[src/rtl/sum_uart_sequencer.sv]
// Purpose : captures two 4-bit operands from asynchronous buttons, keeps their
//           registered sum, and on a transmit request sends the sum to a UART as
//           ASCII ("0"/"1", hex digit, optional CR LF), one byte per busy handshake.
// Ports   : clk, reset (async, active-high); save_a_n/save_b_n/uart_tx_en (async
//           inputs, synchronized); data_input (operand); uart_busy (from UART);
//           tx_data/tx_start (byte + one-cycle strobe to UART); seq_busy, sum_out,
//           overrun (sticky: request arrived while a message was in flight).
module sum_uart_sequencer #(
  parameter int SYNC_STAGES = 2,
  parameter bit SEND_CRLF   = 1'b1
) (
  input  logic       clk,
  input  logic       reset,
  input  logic       save_a_n,
  input  logic       save_b_n,
  input  logic [3:0] data_input,
  input  logic       uart_tx_en,
  input  logic       uart_busy,
  output logic [7:0] tx_data,
  output logic       tx_start,
  output logic       seq_busy,
  output logic [4:0] sum_out,
  output logic       overrun
);

  localparam int         MSG_LEN  = SEND_CRLF ? 4 : 2;
  localparam logic [1:0] LAST_IDX = 2'(MSG_LEN - 1);

  typedef enum logic [2:0] {IDLE, LOAD, SEND, WAIT_HI, WAIT_LO, NEXT} state_t;

  logic [SYNC_STAGES-1:0] sync_a, sync_b, sync_en;
  logic                   prev_a, prev_b, prev_en;
  logic                   en_rise_q;
  logic                   fall_a, fall_b, en_rise;
  logic [3:0]             op_a, op_b;
  state_t                 state;
  logic [4:0]             msg_sum;
  logic [1:0]             idx;

  // Edges are taken between the last synchronizer flop and one extra history flop.
  assign fall_a  = prev_a & ~sync_a[SYNC_STAGES-1];
  assign fall_b  = prev_b & ~sync_b[SYNC_STAGES-1];
  assign en_rise = ~prev_en & sync_en[SYNC_STAGES-1];

  // Synchronizers reset to the inactive level so reset release creates no edge.
  always_ff @(posedge clk or posedge reset) begin
    if (reset) begin
      sync_a    <= '1;
      sync_b    <= '1;
      sync_en   <= '0;
      prev_a    <= 1'b1;
      prev_b    <= 1'b1;
      prev_en   <= 1'b0;
      en_rise_q <= 1'b0;
    end else begin
      sync_a    <= {sync_a[SYNC_STAGES-2:0], save_a_n};
      sync_b    <= {sync_b[SYNC_STAGES-2:0], save_b_n};
      sync_en   <= {sync_en[SYNC_STAGES-2:0], uart_tx_en};
      prev_a    <= sync_a[SYNC_STAGES-1];
      prev_b    <= sync_b[SYNC_STAGES-1];
      prev_en   <= sync_en[SYNC_STAGES-1];
      en_rise_q <= en_rise;
    end
  end

  // Operands and their sum; sum_out trails an operand load by one cycle.
  always_ff @(posedge clk or posedge reset) begin
    if (reset) begin
      op_a    <= 4'h0;
      op_b    <= 4'h0;
      sum_out <= 5'h00;
    end else begin
      if (fall_a) op_a <= data_input;
      if (fall_b) op_b <= data_input;
      sum_out <= {1'b0, op_a} + {1'b0, op_b};
    end
  end

  // Byte i of the message for sum s: bit 4 as '0'/'1', low nibble as uppercase hex, CR, LF.
  function automatic logic [7:0] msg_byte(input logic [4:0] s, input logic [1:0] i);
    logic [7:0] nib;
    nib = {4'h0, s[3:0]};
    case (i)
      2'd0:    msg_byte = {7'b0011000, s[4]};
      2'd1:    msg_byte = (s[3:0] < 4'd10) ? (8'h30 + nib) : (8'h37 + nib);
      2'd2:    msg_byte = 8'h0D;
      default: msg_byte = 8'h0A;
    endcase
  endfunction

  always_ff @(posedge clk or posedge reset) begin
    if (reset) begin
      state    <= IDLE;
      tx_data  <= 8'h00;
      tx_start <= 1'b0;
      seq_busy <= 1'b0;
      msg_sum  <= 5'h00;
      idx      <= 2'd0;
      overrun  <= 1'b0;
    end else begin
      tx_start <= 1'b0;
      if (en_rise_q && state != IDLE) overrun <= 1'b1;
      case (state)
        IDLE: begin
          if (en_rise_q) begin
            state    <= LOAD;
            seq_busy <= 1'b1;
          end
        end
        LOAD: begin
          // Snapshot so operand loads during transmission cannot change the message.
          msg_sum <= sum_out;
          idx     <= 2'd0;
          state   <= SEND;
        end
        SEND: begin
          if (!uart_busy) begin
            tx_data  <= msg_byte(msg_sum, idx);
            tx_start <= 1'b1;
            state    <= WAIT_HI;
          end
        end
        WAIT_HI: if (uart_busy)  state <= WAIT_LO;
        WAIT_LO: if (!uart_busy) state <= NEXT;
        NEXT: begin
          if (idx == LAST_IDX) begin
            state    <= IDLE;
            seq_busy <= 1'b0;
          end else begin
            idx   <= idx + 2'd1;
            state <= SEND;
          end
        end
        default: state <= IDLE;
      endcase
    end
  end

endmodule

[config.mk]
export PLATFORM = sky130hd
export DESIGN_NAME = sum_uart_sequencer
export DESIGN_NICKNAME = d
export VERILOG_FILES = /design/src/rtl/sum_uart_sequencer.sv
export SDC_FILE = /design/constraint.sdc
export NUM_CORES = 1
export LEC_CHECK = 0
export CORE_ASPECT_RATIO = 0.75
export CORE_MARGIN = 2
export CORE_UTILIZATION = 45
export DETAILED_ROUTE_END_ITERATION = 7
export PLACE_DENSITY_LB_ADDON = 0.3
export SYNTH_ARGS = -nofsm -noshare
export SYNTH_HDL_FRONTEND = slang
export SYNTH_SLANG_ARGS = --single-unit
[constraint.sdc]
create_clock -name clk -period 2.5 [get_ports clk]
set_input_delay 0.5 -clock clk [delete_from_list [all_inputs] [get_ports clk]]
set_output_delay 0.5 -clock clk [all_outputs]
set_load 0.02 [all_outputs]
==> flow_summary.json <==
{
  "cp_slowest_cell": "clkdlybuf4s50_1",
  "design.die.area_um2": 4658,
  "htreeDepth": 2,
  "rsz0062_at_grt": "no",
  "antenna_found_initial": 0,
  "critPathKind": "reg2out",
  "endpoint_kind": "output pin",
  "routed_wl_mm": 2.974,
  "numClockSinks": 43,
  "syn_to_final_growth_pct": 21.51,
  "crit_path_start_kind": "flip-flop",
  "fp.dieH_um": 59.61,
  "synthArstFlopShare_pct": 100.0,
  "syn_inst": 154,
  "portBuffers": 24,
  "worstMarginPinSlew_ns": 0.5103,
  "cts-root-buf": "clkbuf_8",
  "synth_ff_type": "dfrtp_1",
  "grt_max_degree": 44,
  "pin_count": 26,
  "gp_congestion": 0.7879,
  "finalSetupTns_ns": 0,
  "core.rowCount": 20,
  "ir_worst_vdd_mv": 0.4148,
  "synth_top_cell_by_area": "dfrtp_1",
  "hold_viol_final": 0,
  "yosysSeqAreaShare_pct": 58.40,
  "synthTopCellsByArea": "dfrtp_1 50%, dfstp_2 8.5%, ha_1 6.1%",
  "slew_headroom_pct": 65.98,
  "place_ws_ns": 0.5217,
  "hpwl_mm": 2.217,
  "rrSetupSlack_ns": 0.88,
  "worst_slack_ns": 0.7341,
  "status": "complete, no violations",
  "cts_tree": "yes",
  "power.density_nw_per_um2": 1059,
  "grt_pass1_vias": 1222,
  "clk_latency_ns": 0.29,
  "worstHoldPathType": "reg2reg",
  "ys_ff_latch": 43,
  "finalSetupViolations": 0,
  "crit_chain": "clkdlybuf4s50_1",
  "cts_hold_buf": 0,
  "synth.most_common_cell": "dfrtp_1",
  "finalCritPeriodShare_pct": 70.63,
  "drc": 0,
  "use_met1_pct": 17.90,
  "yosys-top-cells-count": "37 x dfrtp_1, 20 x nand2_1, 12 x o21ai_0, 11 x inv_1, 10 x mux2_2",
  "cts_made_buffers": 5,
  "yosys.area.top_type_share_pct": 49.90,
  "cts_resized": 0,
  "start_util_pct": 46.34,
  "cp.arrival_ns": 1.27,
  "first_pass_iters": 4,
  "grt_pass1_wl_mm": 5.340,
  "die_w_um": 78.15,
  "vias_per_cell": 4.857,
  "wl_per_cell_um": 12.50,
  "layout-drive-gt1-share_pct": 15.30,
  "slowest_delay_ns": 0.61,
  "diodes": 0,
  "post_cts_buffers": 0,
  "fin_skew_ns": 0.004930,
  "cp_max_fo": 3,
  "coreArea_um2": 4004,
  "fin_nets": 202,
  "grt_util_met2_pct": 26.35,
  "layout_min_cycle_time_ns": 1.766,
  "ys_warn_count": 0,
  "busiest_layer": "met2",
  "grt_use_total_pct": 15.39,
  "drt_iter0_drc": 98,
  "timing.hold.ws_ns": 0.3598,
  "maxCapViolCount": 0,
  "clock_path_buffers": 2,
  "synth.avg_cell_area_um2": 12.05,
  "path_clk_slew_ns": 0.08,
  "syn_area_um2": 1856,
  "ys_types": 34,
  "drv_slew": 0,
  "path_buf_inv": 1,
  "vias": 1156,
  "grt_use_met3_pct": 5.030,
  "final_antenna_net_count": 0,
  "fmax_ghz": 0.5663,
  "synth_edf_count": 0,
  "power_leakage_uw": 0.0009781,
  "critPathTopFamily": "buffers and inverters",
  "synth_fp_nets": 174,
  "grt_overflow_total": 0,
  "worstPathRequired_ns": 2.00
}
[flip-flops by register name, summed over array words and instances, names as in the netlist]
register,flops
op_a,4
sum_out,5
tx_start,1
overrun,1
sync_en,2
op_b,4
sync_b,2
en_rise_q,1
prev_en,1
idx,2
seq_busy,1
sync_a,2
prev_b,1
prev_a,1
tx_data,7
state,3
msg_sum,5
[power breakdown]
part / internal (µW) / switching [µW]
Clock: 323 / 225
Sequential: 881 / 153
Combinational: 402 / 404
Total: 1610 / 781
[layout by cell type (no fill, tap or decap), types with 3 or more instances in the layout]
cell type        netlist  final
clkdlybuf4s50_1        0     24
dfrtp_1               37     37
nand2b_1               4      4
inv_1                 11     11
mux2_2                10     10
a21oi_1                6      6
o21ai_0               12     12
nor2b_1                5      5
o21ai_1                4      4
nand2_1               20     20
xnor2_1                3      3
clkbuf_8               0      6
dfstp_2                6      6
ha_1                   9      9
[area by class of cell]
type | instances | area, µm²
Inverter | 12 | 57.56
Multi-Input combinational cell | 95 | 679.4
Sequential cell | 43 | 1084
Timing Repair Buffer | 25 | 247.7
Tap cell | 55 | 68.82
Clock inverter | 2 | 35.03
Fill cell | 340 | 1749
Clock buffer | 6 | 82.58
[logic make-up (layout without fill, tap and decap cells)]
family	Yosys count	count (layout)	share of synthesized area [%]
compound gates	30	30	9.442
other cells	1	1	0.2021
simple gates	40	40	11.80
fa+ha+maj	10	10	7.148
flops	43	43	58.40
xor+xnor	3	3	1.416
buf+inv	16	45	4.990
mux	11	11	6.608
[stage by stage]
step           power, µW  cells  cell area (µm²)  util [%]
2_1_floorplan       1583    154             1856         -
3_3_place_gp        1825    230             2137     53.37
3_5_place_dp        1863    230             2137     53.37
5_1_grt             2556    238             2255     56.31
6_report            2387    238             2255     56.31
4_1_cts             2417    238             2255     56.31
[layer usage]
layer  part of all wire (%)  vias to the layer above  wire length [µm]
li1                       -                      571                 -
met3                    5.5                        6               164
met1                     44                      548              1320
met2                     48                       31              1440
met4                    1.6                        0                48
met5                      0                        -                 0
[path summary, 6_finish.rpt]
check	startpoint	end	cells past startpoint
setup / recovery	seq_busy	seq_busy	1
hold / removal	sync_b[0]	sync_b[1]	0
setup reg to reg	state[2]	tx_data[1]	5
hold reg to reg	sync_b[0]	sync_b[1]	0
max in group asynchronous	reset	prev_a	3
min in group asynchronous	reset	sync_en[0]	3
Note: power is estimated with default switching activity, not from simulation.
